File: src/rtl/obc_shift_accumulator_if.sv
// Handshake and data bundle between the OBC shift-accumulator and its neighbours:
// the upstream bit slicer / ROM-sum stage, the frame requester and the result consumer.
// master: environment side (drives start, romout, y_ready).
// slave:  accumulator side (drives sequencing controls and the result).
interface obc_shift_accumulator_if #(
    parameter int unsigned ROM_W  = 32,
    parameter int unsigned DATA_W = 16,
    parameter int unsigned ACC_W  = 48
);
    localparam int unsigned IDX_W = (DATA_W > 1) ? $clog2(DATA_W) : 1;

    logic                    start;
    logic                    start_ready;
    logic signed [ROM_W-1:0] romout;
    logic [IDX_W-1:0]        bit_idx;
    logic                    inv_o;
    logic                    busy;
    logic signed [ACC_W-1:0] y;
    logic                    y_valid;
    logic                    y_ready;

    modport master (
        output start,
        output romout,
        output y_ready,
        input  start_ready,
        input  bit_idx,
        input  inv_o,
        input  busy,
        input  y,
        input  y_valid
    );

    modport slave (
        input  start,
        input  romout,
        input  y_ready,
        output start_ready,
        output bit_idx,
        output inv_o,
        output busy,
        output y,
        output y_valid
    );
endinterface

File: src/rtl/obc_shift_accumulator.sv
// Bit-serial sequencer and shift-accumulator behind the OBC ROM-sum stage.
// Drives slice index / sign-slice invert upstream (LSB first), accumulates the
// returned partial sums weighted by 2^k, then emits ((acc >>> 1) + OFFSET) on a
// valid/ready handshake.
// Optional macro OBC_ROM_REG_EN: registers romout and its slice index one stage
// ahead of the adder; ACC stretches by one drain cycle and the result by one cycle.
module obc_shift_accumulator #(
    parameter int unsigned ROM_W  = 32,
    parameter int unsigned DATA_W = 16,
    parameter int unsigned ACC_W  = 48,
    parameter int          OFFSET = 0
) (
    input logic                    clk,
    input logic                    rst_n,
    obc_shift_accumulator_if.slave bus
);
    localparam int unsigned IDX_W = (DATA_W > 1) ? $clog2(DATA_W) : 1;
    localparam logic [IDX_W-1:0] LAST_IDX = IDX_W'(DATA_W - 1);
    localparam logic signed [ACC_W-1:0] OFFSET_EXT = ACC_W'(OFFSET);

    typedef enum logic [1:0] {StIdle, StAcc, StDone} state_e;

    state_e                  state_q;
    logic [IDX_W-1:0]        bit_idx_q;
    logic                    inv_q;
    logic signed [ACC_W-1:0] acc_q;
    logic signed [ACC_W-1:0] y_q;
    logic                    y_valid_q;

    logic [IDX_W-1:0]        add_idx;
    logic signed [ACC_W-1:0] addend;
    logic signed [ACC_W-1:0] acc_next;
    logic signed [ACC_W-1:0] y_next;

`ifdef OBC_ROM_REG_EN
    logic signed [ROM_W-1:0] rom_q;
    logic [IDX_W-1:0]        rom_idx_q;
    logic                    rom_vld_q;
    // Set once every slice has been issued; the last one is still in rom_q.
    logic                    drain_q;
`endif

    // Weighted partial sum for this cycle; slice 0 restarts the accumulator.
    always_comb begin
`ifdef OBC_ROM_REG_EN
        add_idx = rom_idx_q;
        addend  = ACC_W'(rom_q);
`else
        add_idx = bit_idx_q;
        addend  = ACC_W'($signed(bus.romout));
`endif
        addend   = addend <<< add_idx;
        acc_next = ((add_idx == '0) ? '0 : acc_q) + addend;
        y_next   = (acc_next >>> 1) + OFFSET_EXT;
    end

    // Sequencer FSM, accumulator and registered result.
    always_ff @(posedge clk) begin
        if (!rst_n) begin
            state_q   <= StIdle;
            bit_idx_q <= '0;
            inv_q     <= 1'b0;
            acc_q     <= '0;
            y_q       <= '0;
            y_valid_q <= 1'b0;
`ifdef OBC_ROM_REG_EN
            rom_q     <= '0;
            rom_idx_q <= '0;
            rom_vld_q <= 1'b0;
            drain_q   <= 1'b0;
`endif
        end else begin
            unique case (state_q)
                StIdle: begin
                    if (bus.start) begin
                        state_q   <= StAcc;
                        bit_idx_q <= '0;
                        inv_q     <= (LAST_IDX == '0);
`ifdef OBC_ROM_REG_EN
                        rom_vld_q <= 1'b0;
                        drain_q   <= 1'b0;
`endif
                    end
                end
                StAcc: begin
`ifdef OBC_ROM_REG_EN
                    if (!drain_q) begin
                        rom_q     <= $signed(bus.romout);
                        rom_idx_q <= bit_idx_q;
                        rom_vld_q <= 1'b1;
                        if (bit_idx_q == LAST_IDX) begin
                            drain_q   <= 1'b1;
                            bit_idx_q <= '0;
                            inv_q     <= 1'b0;
                        end else begin
                            bit_idx_q <= bit_idx_q + 1'b1;
                            inv_q     <= ((bit_idx_q + 1'b1) == LAST_IDX);
                        end
                    end else begin
                        rom_vld_q <= 1'b0;
                        drain_q   <= 1'b0;
                        state_q   <= StDone;
                        y_q       <= y_next;
                        y_valid_q <= 1'b1;
                    end
                    if (rom_vld_q) begin
                        acc_q <= acc_next;
                    end
`else
                    acc_q <= acc_next;
                    if (bit_idx_q == LAST_IDX) begin
                        state_q   <= StDone;
                        bit_idx_q <= '0;
                        inv_q     <= 1'b0;
                        y_q       <= y_next;
                        y_valid_q <= 1'b1;
                    end else begin
                        bit_idx_q <= bit_idx_q + 1'b1;
                        inv_q     <= ((bit_idx_q + 1'b1) == LAST_IDX);
                    end
`endif
                end
                StDone: begin
                    // start is ignored here; only the result handshake completes.
                    if (bus.y_ready) begin
                        y_valid_q <= 1'b0;
                        state_q   <= StIdle;
                    end
                end
                default: state_q <= StIdle;
            endcase
        end
    end

    assign bus.start_ready = (state_q == StIdle);
    assign bus.busy        = (state_q == StAcc);
    assign bus.bit_idx     = bit_idx_q;
    assign bus.inv_o       = inv_q;
    assign bus.y           = y_q;
    assign bus.y_valid     = y_valid_q;
endmodule

File: src/flat_wrapper.sv
// flat-port wrapper written by rule: the top's interface ports become plain ports
module obc_shift_accumulator_flat 
#(
    parameter int unsigned ROM_W  = 32,
    parameter int unsigned DATA_W = 16,
    parameter int unsigned ACC_W  = 48,
    parameter int          OFFSET = 0
)
  (clk, rst_n, bus_start, bus_romout, bus_y_ready, bus_start_ready, bus_bit_idx, bus_inv_o, bus_busy, bus_y, bus_y_valid);
  obc_shift_accumulator_if #(.ROM_W(ROM_W), .DATA_W(DATA_W), .ACC_W(ACC_W)) bus_i ();
  input logic clk;
  input logic rst_n;
  input wire logic [$bits(bus_i.start)-1:0] bus_start;
  input wire logic [$bits(bus_i.romout)-1:0] bus_romout;
  input wire logic [$bits(bus_i.y_ready)-1:0] bus_y_ready;
  output wire logic [$bits(bus_i.start_ready)-1:0] bus_start_ready;
  output wire logic [$bits(bus_i.bit_idx)-1:0] bus_bit_idx;
  output wire logic [$bits(bus_i.inv_o)-1:0] bus_inv_o;
  output wire logic [$bits(bus_i.busy)-1:0] bus_busy;
  output wire logic [$bits(bus_i.y)-1:0] bus_y;
  output wire logic [$bits(bus_i.y_valid)-1:0] bus_y_valid;
  assign bus_i.start = bus_start;
  assign bus_i.romout = bus_romout;
  assign bus_i.y_ready = bus_y_ready;
  assign bus_start_ready = bus_i.start_ready;
  assign bus_bit_idx = bus_i.bit_idx;
  assign bus_inv_o = bus_i.inv_o;
  assign bus_busy = bus_i.busy;
  assign bus_y = bus_i.y;
  assign bus_y_valid = bus_i.y_valid;
  obc_shift_accumulator #(.ROM_W(ROM_W), .DATA_W(DATA_W), .ACC_W(ACC_W), .OFFSET(OFFSET)) u_core (.clk(clk), .rst_n(rst_n), .bus(bus_i));
endmodule
File: config.mk
export PLATFORM = sky130hd
export DESIGN_NAME = obc_shift_accumulator_flat
export DESIGN_NICKNAME = d
export VERILOG_FILES = /design/src/rtl/obc_shift_accumulator_if.sv /design/src/rtl/obc_shift_accumulator.sv /design/src/flat_wrapper.sv
export SDC_FILE = /design/constraint.sdc
export NUM_CORES = 1
export LEC_CHECK = 0
export CORE_ASPECT_RATIO = 2
export CORE_MARGIN = 2
export CORE_UTILIZATION = 56
export CTS_BUF_LIST = sky130_fd_sc_hd__clkbuf_4 sky130_fd_sc_hd__clkbuf_8
export DETAILED_ROUTE_END_ITERATION = 6
export GPL_ROUTABILITY_DRIVEN = 0
export PLACE_DENSITY = 0.79
export SLEW_MARGIN = 10
export SYNTH_ARGS = -nofsm -noshare
export SYNTH_HDL_FRONTEND = slang
export SYNTH_SLANG_ARGS = --single-unit
export TNS_END_PERCENT = 50
File: constraint.sdc
create_clock -name clk -period 11.69 [get_ports clk]
set_input_delay 1.169 -clock clk [delete_from_list [all_inputs] [get_ports clk]]
set_output_delay 1.169 -clock clk [all_outputs]
set_load 0.03 [all_outputs]
==> qor.txt, run 1 <==
register bit count reported by yosys -> 103
minimum clock period -> 5167 ps
Slew Viols, Final -> 0
Netlist cell types -> 64
CTS Buf Count -> 9
Hold WC Path Type -> reg2reg
Final Skew -> 13.93 ps
first-pass GRT wire length -> 40.65 mm
Final HPWL DP -> 19.07 mm
Clock Tree Root -> clkbuf_8
CTS sink count -> 103
DR vias -> 8581
most frequent cells in the layout -> 219 x nand2_1, 143 x a21oi_1, 99 x dfxtp_1
top cell family by delay on the critical path -> compound AO/OA/AOI/OAI gates
Vias/cell -> 6.300
layout cells sized above 1 -> 6.170%
io pins -> 92
Pre-antenna DRT Iters -> 6
largest net degree at the start of global routing -> 76
unrepaired setup endpoints after global routing -> false
routed wire length -> 25.84 mm
max_slew headroom -> 25.83%
WP data arrival -> 5460 ps
VDD IR-drop max -> 0.00009636 V
initial antenna violation count -> 0
Async SR Flop Fraction -> 0%
Die Span X -> 90.60 um
CTS Hold Bufs -> 0
slowest stage delay, CP -> 960 ps
nets -> 1250
critical path's slowest cell -> dfxtp_2
Critical Path Source Type -> flip-flop
clock slew at reported path FFs -> 100 ps
CP Class -> reg2reg
area of the core -> 14740 sq um
TritonCTS clock tree -> done
setup violators final -> 0
Gate Count Post-Synth -> 1139
Max-Cap Viols -> 0
crit share post-route -> 44.20%
Die H -> 177.2 um
number of synthesized flops with an enable pin -> 0
prevailing post-synth register cell -> dfxtp_1
CP Capture Type -> flip-flop
Power Density -> 89.73 nW/um^2
CTS resizes -> 0
total track usage -> 31.86%
Synth Warn # -> 0
ANT cells -> 0
commonest non-fill, non-tap cell in the layout -> nand2_1
leak pwr -> 3.510 nW
setup_tns -> 0 ps
Hold WS -> 454.1 ps
pre-CTS setup slack -> 6352 ps
Row Count -> 63
maximum root-to-sink buffer count -> 2
Worst-Skew Late Latency -> 390 ps
Worst Path Required -> 11980 ps
worst-path cell chain -> inv_1 > ha_1 > nor3b_2 > buf_4 > nor2b_1 > ha_1 > a21oi_1 > o211ai_1 > a21oi_1 > a31oi_1 > o21ai_1 > o21ai_0 > xnor2_1 > o21ai_0 > and2_1
Mapped Area -> 8399 sq um
Post-CTS Setup Inserts -> 0
Max Clk Rate -> 0.1935 GHz
syn nets -> 1226
synthesis-to-finish area growth -> 12.80%
CTS H-tree lvls -> 3
port buffer count -> 91
setup ws final -> 6523 ps
Seq/Total Area, Yosys -> 24.55%
final-report hold violation count -> 0
Initial Util -> 56.98%
buffers plus inverters on the worst setup path -> 2
Mapped Avg Cell Area -> 7.374 sq um
Final ANT Viol Nets -> 0
status -> finished, final reports clean
drt wl/cell -> 18.97 um
total global routing overflow -> 0
worst-margin pin slew -> 1104 ps
die area -> 16050 sq um
Iteration-0 DRC Markers -> 576
vias in the first global route -> 8124
# DRC -> 0
overall power -> 0.8501 mW
CP max FO -> 48
stage by stage:
stage | util [%] | cells | cell area, sq um
2_1_floorplan | - | 1139 | 8399
6_report | 64.27 | 1362 | 9474
4_1_cts | 64.27 | 1362 | 9474
3_3_place_gp | 63.02 | 1347 | 9289
3_5_place_dp | 63.02 | 1347 | 9289
5_1_grt | 64.27 | 1362 | 9474
cell families (layout without fill, tap and decap cells):
group / Yosys count / after routing / share of synthesized area, %
AO/OA/AOI/OAI: 312 / 312 / 23.22
XOR/XNOR: 39 / 39 / 4.067
adder cells (fa/ha/maj): 51 / 51 / 7.687
buffers and inverters: 107 / 135 / 5.020
flip-flops: 103 / 103 / 24.55
multiplexers: 70 / 70 / 10.56
AND/OR/NAND/NOR: 457 / 457 / 24.89
flip-flops by register name, indices dropped and copies added, names as in the netlist:
register / flops
u_core.acc_q: 48
u_core.bus.y_valid: 1
u_core.state_q: 2
u_core.bus.y: 47
u_core.bus.inv_o: 1
u_core.bus.bit_idx: 4
path summary, 6_finish.rpt:
path / end / depth (start not counted) / slack (ps) / from
min reg2reg: u_core.acc_q[8]$_SDFFE_PN0P_ / 2 / 450 / u_core.acc_q[8]$_SDFFE_PN0P_
min: u_core.acc_q[8]$_SDFFE_PN0P_ / 2 / 450 / u_core.acc_q[8]$_SDFFE_PN0P_
max reg2reg: u_core.bus.y[31]$_SDFFE_PN0P_ / 15 / 6520 / u_core.bus.bit_idx[0]$_SDFFE_PN0P_
max: u_core.bus.y[31]$_SDFFE_PN0P_ / 15 / 6520 / u_core.bus.bit_idx[0]$_SDFFE_PN0P_
synth_stat cells (all sizes together), types with 9 or more instances:
cell type,n,area share (%)
o21ai,50,3.0
clkbuf,65,2.9
dfxtp,103,25
nor3,18,1.1
ha,50,7.4
a21oi,144,8.6
nand3,41,2.5
and2,9,0.67
nand4,25,1.9
mux4,14,3.8
xnor2,23,2.4
o211ai,9,0.86
xor2,16,1.7
nor2b,54,4.0
inv,21,0.94
a31oi,15,1.1
nor2,64,2.9
mux2,9,1.2
nand2,220,9.8
a211oi,13,1.3
a21o,20,1.8
mux2i,47,5.6
buf,21,1.2
o21bai,9,0.80
power breakdown:
| group | internal [mW] | switching (mW) | total [mW] |
|---|---|---|---|
| combinational | 0.0886 | 0.154 | 0.243 |
| sequential | 0.364 | 0.0111 | 0.375 |
| clock | 0.0981 | 0.134 | 0.232 |
| total | 0.551 | 0.299 | 0.850 |
worst reg2reg max path, cell delays in order, from the launching register on:
cell      delay, ps
dfxtp_2         960
inv_1           480
ha_1            350
nor3b_2         150
buf_4           310
nor2b_1         290
ha_1            310
a21oi_1         250
o211ai_1        130
a21oi_1         260
a31oi_1         190
o21ai_1         540
o21ai_0         290
xnor2_1         280
o21ai_0         100
and2_1          200
cell type report:
type | instances | area [sq um]
multi-input cells | 929 | 5933
fillers | 1393 | 5266
flip-flops and latches | 103 | 2067
repair buffers | 99 | 965.9
well taps | 195 | 244.0
clock buffers | 9 | 123.9
inverters | 21 | 78.83
clock inverters | 6 | 61.31
layer usage:
layer	vias up	share of wire, %	GRT usage (%)	routed length, um
li1	4101	-	-	-
met1	4047	35	32.02	8945
met2	312	52	56.87	13380
met3	121	4.6	4.216	1198
met4	0	9.0	27.88	2319
met5	-	0	0	0
Note: power is estimated with default switching activity, not from simulation.
==> inputs of run 2 (changes only) <==
==> constraint.sdc (replaced) <==
create_clock -name clk -period 5 [get_ports clk]
set_input_delay 0.5 -clock clk [delete_from_list [all_inputs] [get_ports clk]]
set_output_delay 0.5 -clock clk [all_outputs]
set_load 0.03 [all_outputs]
==> run 2 against run 1 <==
Largest power group unchanged. Highest routed layer unchanged. Hold slack better by 2.2 ps. Final cell count up 0.66%. Critical path depth up 1. Sequential power up 130%. Largest cell class unchanged. Combinational power up 140%.
==> qor.txt, run 2 (same netlist as run 1, synthesis figures left out) <==
routed wire length -> 25.97 mm (+0.48%)
total track usage -> 32.25% (+0.39 points)
io pins -> 92 (unchanged)
worst-margin pin slew -> 685.5 ps (-418.5 ps)
CP Class -> reg2reg
Iteration-0 DRC Markers -> 540 (-6.3%)
Vias/cell -> 6.274 (-0.42%)
Die Span X -> 90.60 um (unchanged)
max_slew headroom -> 54.14% (+28 points)
most frequent cells in the layout -> 219 x nand2_1, 143 x a21oi_1, 99 x dfxtp_1
Clock Tree Root -> clkbuf_8
total global routing overflow -> 0 (unchanged)
area of the core -> 14740 sq um (unchanged)
Max-Cap Viols -> 0 (unchanged)
Pre-antenna DRT Iters -> 6 (unchanged)
TritonCTS clock tree -> done
sequential share of power -> 44.4% (+0.2 points)
Final ANT Viol Nets -> 0 (unchanged)
Worst Path Required -> 5300 ps (-6680 ps)
Max Clk Rate -> 0.2141 GHz (+11%)
Worst-Skew Late Latency -> 390 ps (about the same)
nets -> 1259 (+0.72%)
Initial Util -> 56.98% (unchanged)
ANT cells -> 0 (unchanged)
Die H -> 177.2 um (unchanged)
# DRC -> 0 (unchanged)
Power Density -> 205.7 nW/um^2 (+130%)
status -> finished, final reports clean
Clock Power Share -> 26.2% (-1.1 points)
number of flip-flops in the largest register -> 48 (unchanged)
leak pwr -> 3.551 nW (+1.2%)
CTS Buf Count -> 9 (unchanged)
vias in the first global route -> 8048 (-0.94%)
minimum clock period -> 4672 ps (-495.1 ps)
port buffer count -> 91 (unchanged)
setup_tns -> 0 ps (unchanged)
layout cells sized above 1 -> 6.973% (+0.80 points)
Sw Share -> 35.76% (+0.57 points)
setup violators final -> 0 (unchanged)
CP max FO -> 28 (-42%)
commonest non-fill, non-tap cell in the layout -> nand2_1
WP data arrival -> 4970 ps (-490 ps)
P_int -> 1.262 mW (+130%)
CTS sink count -> 103 (unchanged)
largest net degree at the start of global routing -> 58 (-24%)
Largest Register -> u_core.acc_q
P_sw -> 0.7028 mW (+130%)
Hold WS -> 456.3 ps (+2.221 ps)
CTS H-tree lvls -> 3 (unchanged)
Final HPWL DP -> 19.99 mm (+4.8%)
CTS Hold Bufs -> 0 (unchanged)
clock slew at reported path FFs -> 100 ps (about the same)
synthesis-to-finish area growth -> 13.72%
unrepaired setup endpoints after global routing -> false
first-pass GRT wire length -> 41.08 mm (+1.0%)
DR vias -> 8601 (+0.23%)
Post-CTS Setup Inserts -> 0 (unchanged)
Row Count -> 63 (unchanged)
initial antenna violation count -> 0 (unchanged)
crit share post-route -> 93.43% (+49 points)
CP Capture Type -> flip-flop
Comb power frac -> 29.4% (+0.8 points)
Final Skew -> 13.67 ps (-0.2606 ps)
die area -> 16050 sq um (unchanged)
drt wl/cell -> 18.94 um (-0.18%)
Critical Path Source Type -> flip-flop
final-report hold violation count -> 0 (unchanged)
VDD IR-drop max -> 0.0001617 V (+68%)
maximum root-to-sink buffer count -> 2 (unchanged)
Hold WC Path Type -> reg2reg
Slew Viols, Final -> 0 (unchanged)
[run 2: changes by cell type in the layout (fill, tap and decap cells not counted), sizes merged]
cell	previous run	this run
buf	9	18
clkinvlp	0	1
clkinv	4	1
clkbuf	9	10
bufinv	1	0
inv	22	24
[run 2: power groups by stage]
stage,sequential (mW),combinational [mW],clock [mW]
4_1_cts,0.872,0.566,0.524
3_5_place_dp,0.891,0.563,0
6_report,0.872,0.578,0.515
5_1_grt,0.877,0.627,0.549
3_3_place_gp,0.889,0.558,0
2_1_floorplan,0.882,0.402,0
[run 2: through the flow]
| stage | power [mW] | setup WS, ps | utilization, % | instances | cell area (sq um) |
|---|---|---|---|---|---|
| 4_1_cts | 1.963 | 362.3 | 64.77 | 1371 | 9548 |
| 3_3_place_gp | 1.447 | 386.8 | 63.56 | 1356 | 9369 |
| 3_5_place_dp | 1.454 | 382.9 | 63.56 | 1356 | 9369 |
| 2_1_floorplan | 1.284 | 402.4 | - | 1139 | 8399 |
| 5_1_grt | 2.052 | 11.66 | 64.80 | 1371 | 9552 |
| 6_report | 1.965 | 328.4 | 64.80 | 1371 | 9552 |
[run 2: per-layer routing]
layer,part of all wire (%),GRT usage (%)
met1,34,33.27
met2,53,57.68
met3,5.3,4.642
met4,8.5,25.38
met5,0,0
[run 2: area by class of cell]
type                            instances  area, sq um
Fill cell                            1372         5189
Sequential cell                       103         2067
Clock buffer                           10        137.6
Inverter                               21        78.83
Multi-Input combinational cell        929         5937
Tap cell                              195        244.0
Timing Repair Buffer                  108         1046
Clock inverter                          5        41.29
[run 2: repair_timing]
action                                  4_1_cts  5_1_grt
resized for setup                             0        1
endpoints found under the setup margin        0        2
hold endpoints to repair                      0        0
[run 2: path summary, 6_finish.rpt]
kind / start / to / slack [ps] / cells past startpoint
worst min register to register: u_core.bus.y[22]$_SDFFE_PN0P_ / u_core.bus.y[22]$_SDFFE_PN0P_ / 460 / 2
worst min-delay path: u_core.bus.y[22]$_SDFFE_PN0P_ / u_core.bus.y[22]$_SDFFE_PN0P_ / 460 / 2
worst max register to register: u_core.bus.bit_idx[0]$_SDFFE_PN0P_ / u_core.bus.y[25]$_SDFFE_PN0P_ / 330 / 16
worst max-delay path: u_core.bus.bit_idx[0]$_SDFFE_PN0P_ / u_core.bus.y[25]$_SDFFE_PN0P_ / 330 / 16
[run 2: critical path: stages (launching register included)]
cell and delay [ps]:
dfxtp_2 660, buf_4 370, nor2_1 90, a31oi_1 320, nor2_1 70, a21oi_1 210
nor2_1 160, ha_1 450, a21oi_1 120, o21ai_1 180, a21oi_1 130, a2111oi_2 530
nor3_1 150, o21a_1 260, o31ai_1 560, nand3_1 170, o211ai_1 140
==> inputs of run 3 (changes only) <==
--- a/config.mk
+++ b/config.mk
@@ -9,6 +9,7 @@
 export CORE_MARGIN = 2
 export CORE_UTILIZATION = 56
 export CTS_BUF_LIST = sky130_fd_sc_hd__clkbuf_4 sky130_fd_sc_hd__clkbuf_8
+export CTS_CLUSTER_DIAMETER = 200
 export DETAILED_ROUTE_END_ITERATION = 6
 export GPL_ROUTABILITY_DRIVEN = 0
 export PLACE_DENSITY = 0.79
==> results of run 3 <==
Same layout as run 2: the final DEF is identical, and so are final timing and power.
==> RTL change (settings of run 3) <==
Re-encode `state_e` (3 states) as one-hot, 3 bits wide.
--- a/src/rtl/obc_shift_accumulator.sv
+++ b/src/rtl/obc_shift_accumulator.sv
@@ -18,7 +18,7 @@
     localparam logic [IDX_W-1:0] LAST_IDX = IDX_W'(DATA_W - 1);
     localparam logic signed [ACC_W-1:0] OFFSET_EXT = ACC_W'(OFFSET);
 
-    typedef enum logic [1:0] {StIdle, StAcc, StDone} state_e;
+    typedef enum logic [2:0] {StIdle = 3'b001, StAcc = 3'b010, StDone = 3'b100} state_e;
 
     state_e                  state_q;
     logic [IDX_W-1:0]        bit_idx_q;
Formal check against the unedited RTL: same outputs for any inputs over 10 cycles, from zero or initial values and one cycle with rst_n low; not proved beyond that.
==> RTL change against run 3 <==
Count of clock-buffer cells in the layout increased by 1; setup slack lost 0.037 ns; global-route usage fell by 1.0 points; largest cell class unchanged; fmax decreased by 0.78%; synthesized area rose by 2.5%; critical endpoint is now u_core.acc_q[39]$_SDFFE_PN0P_; power fell by 11%; synthesized cell count increased by 3.4%; design area rose by 2.8%; routed wire length down 1.6%; non-clock buffer count stayed put; highest routed layer unchanged; sequential cell count up 1.
==> RTL change: results (changes against run 3) <==
final-clk-cell-share_pct: 2.24  # +0.37 points
final_util_pct: 64.9  # about the same
multi_input_gates: 972  # +4.6%
synth-seq-cells: 104  # +0.97%
syn_avg_cell_area_um2: 7.31  # -0.91%
dr.first_iter.drc_count: 819  # +52%
wl_met3_mm: 2.24  # +64%
powerDensity_mw_per_mm2: 179  # -13%
dpl.cell_count: 1398  # +3.1%
pwr-share-seq_pct: 48.2  # +3.8 points
wl_met1_mm: 10.2  # +17%
hp-start: "u_core.acc_q[11]$_SDFFE_PN0P_"
skew_ns: 0.0135  # -0.000134 ns
layout.nonclk_buf_share_pct: 10.8  # -0.17 points
routed_wl_mm: 25.5  # -1.6%
multi_input_area_mm2: 0.00614  # +3.5%
vias: 9166  # +6.6%
grt_pass1_vias: 8602  # +6.9%
seqCellArea_mm2: 0.00209  # +0.97%
grt_max_degree: 66  # +14%
met2_length_mm: 12.1  # -12%
num-nonclk-inverters: 16  # -24%
clkPwrFrac_pct: 33.9  # +7.7 points
placed_area_mm2: 0.00960  # +2.4%
firstDrtPassIters: 5  # -1
muxShareOfSynthArea_pct: 10.9  # +0.37 points
whs_endpoint: "u_core.acc_q[11]$_SDFFE_PN0P_"
status: "finished, final reports clean"
cp_max_fo: 22  # -21%
vias_per_cell: 6.48  # +3.3%
sh_seq_area_pct: 21.3  # -0.38 points
synth_xor_area_share_pct: 2.75  # -1.3 points
p_sw_w: 0.000504  # -28%
fillers: 1290  # -6.0%
grtUsageMet1_pct: 39.2  # +5.9 points
layout-drive-gt1-share_pct: 6.66  # -0.31 points
[RTL change: worst max path at each step]
stage               depth (start not counted)                             to                               start  slack [ns]
finish                                     14  u_core.acc_q[39]$_SDFFE_PN0P_  u_core.bus.bit_idx[1]$_SDFFE_PN0P_        0.29
CTS                                        14  u_core.acc_q[39]$_SDFFE_PN0P_  u_core.bus.bit_idx[1]$_SDFFE_PN0P_        0.42
global route                               15  u_core.acc_q[39]$_SDFFE_PN0P_  u_core.bus.bit_idx[0]$_SDFFE_PN0P_        0.02
global placement                           14  u_core.bus.y[38]$_SDFFE_PN0P_                      bus_romout[30]        0.46
floorplan                                  19  u_core.acc_q[34]$_SDFFE_PN0P_  u_core.bus.bit_idx[0]$_SDFFE_PN0P_        0.13
detailed placement                         13  u_core.acc_q[41]$_SDFFE_PN0P_                      bus_romout[18]        0.41
